===== src/rtl/tree_infer_ctrl.sv =====
// Decision-tree traversal controller: latches one 3-feature sample and walks the node memory.
// Define TREE_CTRL_SIGNED_CMP_EN to compare features and thresholds as signed two's-complement.
module tree_infer_ctrl #(
    parameter int unsigned ROOT_ADDR   = 0,
    parameter int unsigned TREE_DEPTH  = 512,
    parameter int unsigned MAX_DEPTH   = 32,
    parameter int unsigned MEM_TIMEOUT = 8
) (
    input  logic        clk,
    input  logic        rst_n,
    // sample input
    input  logic        start,
    output logic        ready,
    input  logic [63:0] feat0,
    input  logic [63:0] feat1,
    input  logic [63:0] feat2,
    // tree node memory
    output logic        mem_rd_en,
    output logic [8:0]  mem_addr,
    input  logic        mem_data_valid,
    input  logic [1:0]  mem_feature_idx,
    input  logic [63:0] mem_threshold,
    input  logic [8:0]  mem_left,
    input  logic [8:0]  mem_right,
    input  logic [1:0]  mem_pred,
    input  logic        mem_is_leaf,
    // result output
    output logic        result_valid,
    input  logic        result_ready,
    output logic [1:0]  result_pred,
    output logic [8:0]  result_depth,
    output logic [1:0]  err_code
);

    localparam logic [8:0]      RootAddr  = 9'(ROOT_ADDR);
    localparam logic [9:0]      AddrLimit = 10'(TREE_DEPTH);
    localparam logic [8:0]      LastDepth = 9'(MAX_DEPTH - 1);
    localparam int unsigned     TmoW      = $clog2(MEM_TIMEOUT + 1);
    localparam logic [TmoW-1:0] LastTmo   = TmoW'(MEM_TIMEOUT - 1);

    localparam logic [1:0] ErrNone    = 2'd0;
    localparam logic [1:0] ErrTimeout = 2'd1;
    localparam logic [1:0] ErrDepth   = 2'd2;
    localparam logic [1:0] ErrBadNode = 2'd3;

    typedef enum logic [1:0] {StIdle, StFetch, StWait, StDone} state_e;

    state_e          state;
    logic [63:0]     feat0_q;
    logic [63:0]     feat1_q;
    logic [63:0]     feat2_q;
    logic [8:0]      depth;
    logic [TmoW-1:0] tmo;

    logic [63:0] sel;
    logic        go_left;
    logic [8:0]  next_addr;
    logic        next_bad;
    logic        finish;
    logic        advance;
    logic [1:0]  fin_err;
    logic [1:0]  fin_pred;

    // Node evaluation for the WAIT state.
    always_comb begin
        case (mem_feature_idx)
            2'd0:    sel = feat0_q;
            2'd1:    sel = feat1_q;
            default: sel = feat2_q;
        endcase

`ifdef TREE_CTRL_SIGNED_CMP_EN
        go_left = ($signed(sel) <= $signed(mem_threshold));
`else
        go_left = (sel <= mem_threshold);
`endif

        next_addr = go_left ? mem_left : mem_right;
        next_bad  = ({1'b0, next_addr} >= AddrLimit);

        finish   = 1'b0;
        advance  = 1'b0;
        fin_err  = ErrNone;
        fin_pred = 2'd0;
        if (!mem_data_valid) begin
            if (tmo == LastTmo) begin
                finish  = 1'b1;
                fin_err = ErrTimeout;
            end
        end else if (mem_is_leaf) begin
            finish   = 1'b1;
            fin_pred = mem_pred;
        end else if (mem_feature_idx == 2'd3 || next_bad) begin
            finish  = 1'b1;
            fin_err = ErrBadNode;
        end else if (depth == LastDepth) begin
            finish  = 1'b1;
            fin_err = ErrDepth;
        end else begin
            advance = 1'b1;
        end
    end

    always_ff @(posedge clk or negedge rst_n) begin
        if (!rst_n) begin
            state        <= StIdle;
            ready        <= 1'b1;
            mem_rd_en    <= 1'b0;
            mem_addr     <= RootAddr;
            result_valid <= 1'b0;
            result_pred  <= 2'd0;
            result_depth <= 9'd0;
            err_code     <= ErrNone;
            feat0_q      <= 64'd0;
            feat1_q      <= 64'd0;
            feat2_q      <= 64'd0;
            depth        <= 9'd0;
            tmo          <= '0;
        end else begin
            case (state)
                StIdle: begin
                    if (start) begin
                        feat0_q   <= feat0;
                        feat1_q   <= feat1;
                        feat2_q   <= feat2;
                        mem_addr  <= RootAddr;
                        depth     <= 9'd0;
                        ready     <= 1'b0;
                        mem_rd_en <= 1'b1;
                        state     <= StFetch;
                    end
                end
                StFetch: begin
                    mem_rd_en <= 1'b0;
                    tmo       <= '0;
                    state     <= StWait;
                end
                StWait: begin
                    if (finish) begin
                        result_pred  <= fin_pred;
                        result_depth <= depth;
                        err_code     <= fin_err;
                        state        <= StDone;
                    end else if (advance) begin
                        mem_addr  <= next_addr;
                        depth     <= depth + 9'd1;
                        mem_rd_en <= 1'b1;
                        state     <= StFetch;
                    end else begin
                        tmo <= tmo + TmoW'(1);
                    end
                end
                StDone: begin
                    // Result fields settle in the first DONE cycle; valid is raised one cycle later.
                    if (!result_valid) begin
                        result_valid <= 1'b1;
                    end else if (result_ready) begin
                        result_valid <= 1'b0;
                        ready        <= 1'b1;
                        state        <= StIdle;
                    end
                end
                default: state <= StIdle;
            endcase
        end
    end

endmodule

===== config.mk =====
export PLATFORM = sky130hd
export DESIGN_NAME = tree_infer_ctrl
export DESIGN_NICKNAME = d
export VERILOG_FILES = /design/src/rtl/tree_infer_ctrl.sv
export SDC_FILE = /design/constraint.sdc
export NUM_CORES = 1
export LEC_CHECK = 0
export BUFFER_PORTS_ARGS = -buffer_cell sky130_fd_sc_hd__buf_2
export CORE_ASPECT_RATIO = 1.4
export CORE_MARGIN = 5
export CORE_UTILIZATION = 47
export CTS_BUF_LIST = sky130_fd_sc_hd__clkbuf_4
export CTS_CLUSTER_DIAMETER = 150
export DETAILED_ROUTE_END_ITERATION = 6
export PLACE_DENSITY = 0.72
export SLEW_MARGIN = 10
export SYNTH_ARGS = -nofsm -noshare
export SYNTH_HDL_FRONTEND = slang
export SYNTH_SLANG_ARGS = --single-unit

===== constraint.sdc =====
create_clock -name clk -period 7.5 [get_ports clk]
set_clock_uncertainty 0.05 [all_clocks]
set_input_delay 0.75 -clock clk [delete_from_list [all_inputs] [get_ports clk]]
set_output_delay 0.75 -clock clk [all_outputs]
set_load 0.02 [all_outputs]

==> parameters.txt <==
Parameter                              Value

Outcome
  Result of the run    finished, final reports clean

Clock tree
  Cts-stage hold buffer count    0
  Clock tree from TritonCTS    yes
  Setup Fix Bufs, Post-CTS    0
  Number of levels the H-tree was split into    2
  CTS sink cnt    232
  Total of cells resized after clock tree synthesis    0
  CTS Buffer Depth    3
  Clock latency at the later pin of the worst-skew pair    0.71 ns
  CTS Root Buffer Type    clkbuf_4
  Number of buffers added by the clock tree synthesis step    57
  Clock-pin slew on the worst setup and hold paths    0.07 ns

Floorplanning
  Die X-Extent    145 um
  Area of the die    28800 sq um
  Total core area    25200 sq um
  I/O pins    309
  Initial core utilization    47.4%
  Die Y-Extent    199 um
  Number of core rows    69

Layout
  Synth-to-Final Area Change    21.4%
  Most frequent cells in the layout    buf_2 (305), dfrtp_1 (231), mux2_2 (199)
  Fraction of final layout cells with drive strength greater than 1    43.6%
  Sequential cell area    5810 sq um
  Commonest non-fill, non-tap cell in the layout    buf_2
  Fin nets    1705
  Area of the multi-input gates    5670 sq um
  Filler cell count in the final layout    2215

Setup path
  Required time worst endpoint    8.07 ns
  Buffers plus inverters on the worst setup path    2
  Reg2reg end    mem_addr[3]
  Register-to-Register Setup Slack    3.86 ns
  Startpoint Class    input port
  Cell type of the slowest stage on the worst timing path    nor4_2
  Highest net fanout along the worst path    79
  Highest cell delay on the worst timing path    1.04 ns
  Number of cell instances on the worst register-to-register path    9
  Cell count along the critical path    10
  Critical setup path kind    in -> reg
  Critical Path, Cell by Cell    buf_4 -> buf_4 -> o21ai_0 -> ha_1 -> nand4_1 -> nor2_1 -> nand4_1 -> nor4_2 -> a32oi_1 -> nand3_1
  Critical Path End Type    register
  Cell family with the largest share of critical-path delay    simple AND/OR/NAND/NOR gates
  CP arrival    4.91 ns
  Worst R2R Start    feat1_q[45]

Synth
  Sequential cell area fraction in the yosys report    48.6%
  Synthesized area per cell    11.5 sq um
  Post-synth top flop    dfrtp_1
  Cell types occupying the most area after synthesis    dfrtp_1 (48%), mux2_2 (19%), ha_1 (6.9%), mux2i_1 (5.4%), o21ai_0 (3.4%)
  Flops & latches, synth    232
  FFs w/ async S/R, synth    100%
  Fraction of post-synthesis cell area in the top cell type by area    48.4%
  Total nets after synthesis    1385
  Syn Inst Count    1035
  Warning count from the yosys run    0
  Netlist area before placement    12000 sq um
  Post-synth EDFFs    0
  Largest area contributor in the netlist    dfrtp_1
  Yosys cell types    47

Place
  Gp weighted congestion    0.846
  Detailed placer's ending HPWL    22.8 mm
  Count of port buffers added during placement    308

Drt
  Vias after detailed routing    9087
  DRT iter0 DRCs    328
  Average wire length per cell after detail routing    17.9 um
  DR DRC count    0
  Detail-routed via count per cell    5.26
  Iteration count of the initial detailed-routing pass    4
  Final WL    30.9 mm
  Antenna Violating Nets Remaining    0

STA
  Final hold violation count    0
  Unrepaired setup endpoints after global routing    no
  Timing-limited maximum frequency    0.231 GHz
  Total count of max-transition violations in the final report    0
  Worst-margin pin slew    1.28 ns
  Minimum clock period    4.33 ns
  Setup Viol. Count Final    0
  Portion of the clock cycle consumed by the worst path in the final layout    57.8%
  Final-layout setup total negative slack    0 ns
  Rel. slew slack    14.4%

Job
  Max-capacitance violation count    0

Global routing
  Global-route wire length before repair    49.1 mm
  Initial antenna violation count    15
  Maximum number of pins on one net before global-route repair    193
  Total track usage    21.6%
  Vias in the first global route    9894
  Remaining global-route overflow    0

Power and ir drop
  Total leakage power    0.00723 uW
  Overall power consumption    4910 uW
  Pwr/cell area    338 nW/um^2
  Worst ir drop on vdd    164 uV

Worst hold path
  Worst hold-check path type    in -> async
-- cell type report --
type / instances / area share [%]
Multi-Input combinational cell: 681 / 39.1
Inverter: 70 / 1.81
Clock buffer: 83 / 4.29
Antenna cell: 9 / 0.155
Clock inverter: 20 / 0.716
Sequential cell: 232 / 40.0
Timing Repair Buffer: 313 / 11.2
Tap cell: 319 / 2.75
-- cells in the mapped netlist, types with 5 or more instances --
cell type  number
o2111ai_1      18
nand2_1        94
o21ai_0        82
mux2_2        199
nor3_1          6
ha_1           66
mux2i_1        65
nor2_1         18
clkbuf_1       41
a32oi_1         9
nor2b_1         5
nand3_1        18
a21oi_1        32
buf_1           7
a21o_1         12
nand4_1        15
inv_1          70
dfrtp_1       231
-- flip-flops by register name (all words and copies together), names as in the netlist, 4 cells and up --
| name | flops |
|---|---|
| feat0_q | 64 |
| feat1_q | 64 |
| feat2_q | 64 |
| depth | 9 |
| mem_addr | 9 |
| result_depth | 9 |
| tmo | 4 |
-- where the power goes --
part	total [uW]	switching [uW]	internal, uW	leakage [uW]
clock network	1050	510	541	0.000433
registers	2180	338	1840	0.00282
logic	1680	773	902	0.00398
total	4910	1620	3280	0.00723
-- per-layer routing --
layer | wire, um | share of wire, % | vias to the layer above | GRT usage, %
li1 | - | - | 4377 | -
met1 | 11600 | 38 | 4318 | 25.0
met2 | 15800 | 51 | 302 | 37.0
met3 | 2370 | 7.7 | 78 | 6.47
met4 | 1040 | 3.4 | 12 | 9.16
met5 | 76 | 0.25 | - | 0
-- cells by family (layout without fill, tap and decap cells) --
family	count (synthesis)	count (layout)	share of synthesized area (%)
flops	232	232	48.6
xor+xnor	8	8	0.586
fa+ha+maj	66	66	6.91
other cells	0	9	0
mux	266	266	24.4
simple gates	174	174	6.83
compound gates	167	167	8.65
buf+inv	122	486	4.01
-- metrics by stage --
| step | utilization (%) | cells | setup WS [ns] | cell area, sq um | hold slack (ns) |
|---|---|---|---|---|---|
| 2_1_floorplan | - | 1035 | 3.70 | 12000 | 0.404 |
| 5_1_grt | 57.6 | 1726 | 2.78 | 14500 | 0.0558 |
| 3_5_place_dp | 54.6 | 1615 | 2.47 | 13800 | 0.416 |
| 4_1_cts | 57.5 | 1718 | 3.21 | 14500 | 0.0535 |
| 6_report | 57.6 | 1727 | 3.17 | 14500 | 0.0463 |
| 3_3_place_gp | 54.6 | 1615 | 2.66 | 13800 | 0.398 |
-- worst max path at each step --
stage | startpoint | end
global placement | mem_feature_idx[1] | mem_addr[1]
detailed placement | mem_feature_idx[1] | mem_addr[0]
global route | mem_feature_idx[1] | mem_addr[7]
finish | mem_feature_idx[1] | mem_addr[3]
CTS | mem_feature_idx[1] | mem_addr[0]
floorplan | mem_feature_idx[0] | mem_addr[0]
Power figures use the tool's default switching activity.
